**config.mk**
```make
export PLATFORM = sky130hd
export DESIGN_NAME = mod_addsub_serial
export DESIGN_NICKNAME = d
export VERILOG_FILES = /design/src/rtl/ecc_pkg.sv /design/src/rtl/limb_addsub.sv /design/src/rtl/mod_addsub_serial.sv
export SDC_FILE = /design/constraint.sdc
export NUM_CORES = 2
export LEC_CHECK = 0
export BUFFER_PORTS_ARGS = -buffer_cell sky130_fd_sc_hd__buf_2
export CORE_ASPECT_RATIO = 1.1
export CORE_UTILIZATION = 35
export CTS_CLUSTER_DIAMETER = 200
export DETAILED_ROUTE_END_ITERATION = 10
export GPL_ROUTABILITY_DRIVEN = 0
export PLACE_DENSITY = 0.61
export SLEW_MARGIN = 30
export SYNTH_ARGS = -nofsm -noshare
export SYNTH_HDL_FRONTEND = slang
export SYNTH_SLANG_ARGS = --single-unit
export TNS_END_PERCENT = 10
```
**constraint.sdc**
```tcl
create_clock -name clk -period 11.8 [get_ports clk]
set_clock_uncertainty 0.05 [all_clocks]
set_input_delay 0.59 -clock clk [delete_from_list [all_inputs] [get_ports clk]]
set_output_delay 0.59 -clock clk [all_outputs]
set_load 0.05 [all_outputs]
```
**src/rtl/ecc_pkg.sv**
```systemverilog
// ============================================================================
// Module : ecc_pkg
// Brief  : Shared widths, opcodes, FSM state encoding and the P-256 modulus.
// Rev    : 1.0  initial release
// ============================================================================
`default_nettype none

package ecc_pkg;

    localparam int ECC_WIDTH = 256;

    localparam logic OP_ADD = 1'b0;
    localparam logic OP_SUB = 1'b1;

    typedef enum logic [1:0] {
        IDLE = 2'd0,
        PH1  = 2'd1,
        PH2  = 2'd2,
        DONE = 2'd3
    } state_e;

    localparam logic [ECC_WIDTH-1:0] P256 =
        256'hFFFFFFFF_00000001_00000000_00000000_00000000_FFFFFFFF_FFFFFFFF_FFFFFFFF;

endpackage

`default_nettype wire

```
**src/rtl/limb_addsub.sv**
```systemverilog
// ============================================================================
// Module : limb_addsub
// Brief  : Combinational single-limb adder/subtractor with carry/borrow chain.
// Rev    : 1.0  initial release
// ============================================================================
`default_nettype none

module limb_addsub #(
    parameter int LIMB_W = 64
) (
    input  logic [LIMB_W-1:0] a,
    input  logic [LIMB_W-1:0] b,
    input  logic              cin,
    input  logic              sub,
    output logic [LIMB_W-1:0] s,
    output logic              cout
);

    logic [LIMB_W:0] sum_w;
    logic [LIMB_W:0] diff_w;

    // In subtract mode cin/cout are borrows; the extended MSB of diff is the borrow-out.
    assign sum_w  = {1'b0, a} + {1'b0, b} + {{LIMB_W{1'b0}}, cin};
    assign diff_w = {1'b0, a} - {1'b0, b} - {{LIMB_W{1'b0}}, cin};

    assign s    = sub ? diff_w[LIMB_W-1:0] : sum_w[LIMB_W-1:0];
    assign cout = sub ? diff_w[LIMB_W]     : sum_w[LIMB_W];

endmodule

`default_nettype wire

```
**src/rtl/mod_addsub_serial.sv**
```systemverilog
// ============================================================================
// Module : mod_addsub_serial
// Brief  : Limb-serial modular add/subtract, (A+B) mod M or (A-B) mod M.
// Rev    : 1.0  initial release
// ============================================================================
`default_nettype none

module mod_addsub_serial
    import ecc_pkg::*;
#(
    parameter int WIDTH  = ECC_WIDTH,
    parameter int LIMB_W = 64
) (
    input  logic             clk,
    input  logic             rst_n,
    input  logic             in_valid,
    output logic             in_ready,
    input  logic             op_sub,
    input  logic [WIDTH-1:0] opA,
    input  logic [WIDTH-1:0] opB,
    input  logic [WIDTH-1:0] opM,
    output logic             out_valid,
    input  logic             out_ready,
    output logic [WIDTH-1:0] out_data
);

    localparam int NLIMB = WIDTH / LIMB_W;
    localparam int IDXW  = (NLIMB > 1) ? $clog2(NLIMB) : 1;
    localparam logic [IDXW-1:0] IDX_LAST = IDXW'(NLIMB - 1);

    localparam logic [1:0] ST_IDLE = IDLE;
    localparam logic [1:0] ST_PH1  = PH1;
    localparam logic [1:0] ST_PH2  = PH2;
    localparam logic [1:0] ST_DONE = DONE;

    logic [1:0]       state_q,    state_d;
    logic [IDXW-1:0]  idx_q,      idx_d;
    logic             sub_q,      sub_d;
    logic             c_q,        c_d;
    logic             c1_q,       c1_d;
    logic [WIDTH-1:0] a_q,        a_d;
    logic [WIDTH-1:0] b_q,        b_d;
    logic [WIDTH-1:0] m_q,        m_d;
    logic [WIDTH-1:0] t_q,        t_d;
    logic [WIDTH-1:0] u_q,        u_d;
    logic [WIDTH-1:0] out_data_q, out_data_d;

    logic [LIMB_W-1:0] la_a, la_b, la_s;
    logic              la_cin, la_sub, la_cout;
    logic              use_u;

    // Shift right by one limb, inserting a new limb at the top (LSB-first assembly).
    function automatic logic [WIDTH-1:0] shr_ins(input logic [WIDTH-1:0] x,
                                                 input logic [LIMB_W-1:0] l);
        return (x >> LIMB_W) | (WIDTH'(l) << (WIDTH - LIMB_W));
    endfunction

    limb_addsub #(
        .LIMB_W (LIMB_W)
    ) u_limb (
        .a    (la_a),
        .b    (la_b),
        .cin  (la_cin),
        .sub  (la_sub),
        .s    (la_s),
        .cout (la_cout)
    );

    // PH1 combines A,B with the requested op; PH2 applies the opposite op with M.
    always_comb begin
        la_a   = a_q[LIMB_W-1:0];
        la_b   = b_q[LIMB_W-1:0];
        la_sub = sub_q;
        la_cin = c_q;
        if (state_q == ST_PH2) begin
            la_a   = t_q[LIMB_W-1:0];
            la_b   = m_q[LIMB_W-1:0];
            la_sub = ~sub_q;
        end
    end

    assign use_u = sub_q ? c1_q : (c1_q | ~la_cout);

    always_comb begin
        state_d    = state_q;
        idx_d      = idx_q;
        sub_d      = sub_q;
        c_d        = c_q;
        c1_d       = c1_q;
        a_d        = a_q;
        b_d        = b_q;
        m_d        = m_q;
        t_d        = t_q;
        u_d        = u_q;
        out_data_d = out_data_q;

        case (state_q)
            ST_IDLE: begin
                if (in_valid) begin
                    a_d     = opA;
                    b_d     = opB;
                    m_d     = opM;
                    sub_d   = op_sub;
                    idx_d   = '0;
                    c_d     = 1'b0;
                    state_d = ST_PH1;
                end
            end
            ST_PH1: begin
                t_d   = shr_ins(t_q, la_s);
                a_d   = a_q >> LIMB_W;
                b_d   = b_q >> LIMB_W;
                c_d   = la_cout;
                idx_d = idx_q + 1'b1;
                if (idx_q == IDX_LAST) begin
                    c1_d    = la_cout;
                    c_d     = 1'b0;
                    idx_d   = '0;
                    state_d = ST_PH2;
                end
            end
            ST_PH2: begin
                // T and M rotate so T is whole again when the pass completes.
                t_d   = shr_ins(t_q, t_q[LIMB_W-1:0]);
                m_d   = shr_ins(m_q, m_q[LIMB_W-1:0]);
                u_d   = shr_ins(u_q, la_s);
                c_d   = la_cout;
                idx_d = idx_q + 1'b1;
                if (idx_q == IDX_LAST) begin
                    idx_d      = '0;
                    out_data_d = use_u ? u_d : t_d;
                    state_d    = ST_DONE;
                end
            end
            default: begin
                if (out_ready) begin
                    state_d = ST_IDLE;
                end
            end
        endcase
    end

    always_ff @(posedge clk) begin
        if (!rst_n) begin
            state_q    <= ST_IDLE;
            idx_q      <= '0;
            sub_q      <= 1'b0;
            c_q        <= 1'b0;
            c1_q       <= 1'b0;
            a_q        <= '0;
            b_q        <= '0;
            m_q        <= '0;
            t_q        <= '0;
            u_q        <= '0;
            out_data_q <= '0;
        end else begin
            state_q    <= state_d;
            idx_q      <= idx_d;
            sub_q      <= sub_d;
            c_q        <= c_d;
            c1_q       <= c1_d;
            a_q        <= a_d;
            b_q        <= b_d;
            m_q        <= m_d;
            t_q        <= t_d;
            u_q        <= u_d;
            out_data_q <= out_data_d;
        end
    end

    assign in_ready  = (state_q == ST_IDLE);
    assign out_valid = (state_q == ST_DONE);
    assign out_data  = out_data_q;

endmodule

`default_nettype wire

```
==> results.sh <==
export IMPL_post_cts_resized=0
export IMPL_core_area_um2=198000
export IMPL_tns_ns=0
export IMPL_final_core_util_pct=43.1
export IMPL_layout_common_cells="dfxtp_1, nor2_1, mux2i_1"
export IMPL_synthCells=7956
export IMPL_wl_um=280000
export IMPL_dp_hpwl_um=207000
export IMPL_reg2reg_depth=18
export IMPL_drive_gt1_share_pct=16.1
export IMPL_r2r_end="out_data[230]"
export IMPL_path_cells="inv_1 -> ha_4 -> buf_12 -> buf_4 -> mux2_2 -> ha_1 -> ha_1 -> nand2_1 -> o311a_1 -> a22o_1 -> a211oi_1 -> o211ai_1 -> nand2_1 -> xor2_1 -> a221o_4 -> buf_12 -> nor3_1 -> a311oi_1"
export IMPL_critPathMaxStageDelay_ns=0.72
export IMPL_die_h_um=471
export IMPL_cts_setup_buffers=0
export IMPL_powerDensity_nw_per_um2=280
export IMPL_ir_drop_uv=204
export IMPL_cts_buffers=160
export IMPL_grt_pass1_wl_um=402000
export IMPL_htree_levels=4
export IMPL_antenna_found_initial=101
export IMPL_grt_start_max_net_pins=275
export IMPL_fin_area_um2=85500
export IMPL_setup_violations=0
export IMPL_synth_async_reset_ratio_pct=0
export IMPL_tightest_slew_ns=1.07
export IMPL_p_leak_nw=33.6
export IMPL_synth_area_um2=70100
export IMPL_grt_pass1_vias=59400
export IMPL_worstPathRequired_ns=12.50
export IMPL_worstSkewPairLatency_ns=0.87
export IMPL_maxSlewViolCount=0
export IMPL_synth_nets=8926
export IMPL_chipWidth_um=429
export IMPL_globalRouteMet2Util_pct=40.2
export IMPL_antenna_left=0
export IMPL_relSlewSlack_pct=28.5
export IMPL_period_share_pct=65.9
export IMPL_worstPathMaxFanout=160
export IMPL_fmax_ghz=0.129
export IMPL_synth_area_top_cells="dfxtp_1, mux2i_1, a211oi_1"
export IMPL_cp_end_kind="flip-flop"
export IMPL_busiest_layer="met2"
export IMPL_holdPathEnd="m_q[51]"
export IMPL_synth_seq_cells=1479
export IMPL_cts_sinks=1479
export IMPL_yosys_area_top_type="dfxtp_1"
export IMPL_path_class="reg -> reg"
export IMPL_drt_initial_drc_count=5774
export IMPL_io_pins=1031
export IMPL_worst_path_stages=18
export IMPL_syn_area_per_cell_um2=8.81
export IMPL_arrival_ns=8.48
export IMPL_clockBufferDepth=3
export IMPL_dp_cells=11000
export IMPL_post_synth_num_cell_types=81
export IMPL_cts_tree="built"
export IMPL_wl_per_cell_um=24.1
export IMPL_postPlaceCellArea_um2=76500
export IMPL_rr_startpoint="state_q[0]"
export IMPL_firstDrtPassIters=7
export IMPL_viasPerCell=5.49
export IMPL_seq_area_frac_synth_pct=42.3
export IMPL_route_vias_total=63900
export IMPL_nets=9833
export IMPL_final_common_cell="dfxtp_1"
export IMPL_start_util_pct=35.4
export IMPL_clk_pin_slew_ns=0.06
export IMPL_post_route_min_period_ns=7.78
export IMPL_rsz0062_at_grt="false"
export IMPL_area_delta_synth_final_pct=22.0
export IMPL_status="complete, no violations"
export IMPL_yosys_warnings=0
export IMPL_finalPower_w=0.0240
export IMPL_synth_edf_count=0
export IMPL_start_kind="flip-flop"
export IMPL_reg2reg_slack_ns=4.02
export IMPL_slowest_stage="a211oi_1"
export IMPL_grtUsageTotal_pct=26.5
export IMPL_dieArea_um2=202000
export IMPL_hold_path_class="in -> reg"
export IMPL_hold_depth=3
export IMPL_crit_family="compound AO/OA/AOI/OAI gates"
export IMPL_cts_root_buf="clkbuf_16"
export IMPL_hold_path_startpoint="opM[51]"
export IMPL_use_met3_pct=5.02
export IMPL_cp_num_buf_inv=4
export IMPL_synth_flop_cell="dfxtp_1"
export IMPL_hold_viol=0
export IMPL_use_met1_pct=34.4
export IMPL_drcViolationCount=0
export IMPL_synth_top_area_share_pct=42.3
export IMPL_holdBufCountCts=321
export IMPL_cap_violations=0
export IMPL_overflow=0
export IMPL_numPortBuffers=1030
export IMPL_layout_cells_non_filler=11600
export IMPL_rows=171
==> cells in the mapped netlist, types with 9 or more instances <==
library cell and n:
ha_1 195, nand2_1 609, nand3_1 106, and3_1 25, buf_2 27, o211ai_1 28
buf_1 50, a22oi_1 135, mux2i_1 1031, nand2b_1 11, mux2_2 76, and2_1 17
a21o_1 66, dfxtp_1 1479, a21boi_0 19, nand4_1 72, nor2b_1 23, inv_1 209
nor3_1 28, a221o_1 10, nor4_1 9, or3_1 11, xnor2_1 68, o21a_1 20
o31a_1 9, a21oi_1 181, clkbuf_1 569, xor2_1 41, nor2_1 1279, a211oi_1 706
o31ai_1 13, o311ai_1 45, o21ai_0 380, a31oi_1 220, buf_6 18, a211o_1 10
o21bai_1 33
==> report_power, final <==
group	total [W]	switching (W)	leakage [nW]	internal, W
sequential	0.00694	0.000888	12.1	0.00605
clock	0.00524	0.00221	2.65	0.00303
combinational	0.0118	0.00761	18.8	0.00419
total	0.0240	0.0107	33.6	0.0133
==> registers in the layout, summed over array words and instances, names as in the netlist <==
| signal | flops |
|---|---|
| c1_q | 1 |
| out_data | 256 |
| t_q | 256 |
| state_q | 2 |
| m_q | 256 |
| sub_q | 1 |
| a_q | 256 |
| b_q | 256 |
| c_q | 1 |
| u_q | 192 |
| idx_q | 2 |
==> worst reg2reg max path, delay by kind of cell, from the launching register on <==
kind / cells / cell delay [ns]
AO/OA/AOI/OAI: 6 / 2.52
XOR/XNOR: 1 / 0.36
adder cells (fa/ha/maj): 3 / 1.26
buffers and inverters: 4 / 1.81
flip-flops: 1 / 0.37
multiplexers: 1 / 0.56
AND/OR/NAND/NOR: 3 / 0.77
==> through the flow <==
step	hold slack (ns)	setup slack (ns)
finish	0.0516	4.02
global route	0.0229	3.57
CTS	0.000146	3.69
detailed placement	0.415	3.70
global placement	0.411	3.85
floorplan	0.400	6.23
==> per-layer routing <==
metal	share of wire, %	vias up	routed length [µm]
li1	-	30400	-
met1	43	30200	119000
met2	43	2596	121000
met3	6.9	618	19200
met4	7.4	16	20600
met5	0.037	-	104
==> final cells by class <==
| cell class | instances | area [µm²] |
|---|---|---|
| multi-input combinational | 5594 | 37100 |
| timing repair buffer | 1416 | 9160 |
| tap | 2595 | 3250 |
| fill | 19500 | 113000 |
| clock inverter | 50 | 860 |
| inverter | 212 | 803 |
| antenna | 54 | 135 |
| clock buffer | 231 | 4610 |
| sequential | 1479 | 29600 |
==> logic make-up after synthesis <==
kind of cell	Yosys count	share of synthesized area, %
XOR/XNOR	109	1.36
buffers and inverters	883	5.01
adder cells (fa/ha/maj)	197	3.54
AND/OR/NAND/NOR	2217	12.9
AO/OA/AOI/OAI	1964	19.0
multiplexers	1107	15.9
flip-flops	1479	42.3
==> worst max path at each step <==
stage	start	endpoint
3_3_place_gp	state_q[0]	out_data[194]
4_1_cts	state_q[0]	out_data[1]
6_report	state_q[0]	out_data[230]
3_5_place_dp	state_q[0]	out_data[169]
2_1_floorplan	state_q[0]	out_data[133]
5_1_grt	state_q[0]	out_data[130]
Note: power is estimated with default switching activity, not from simulation.
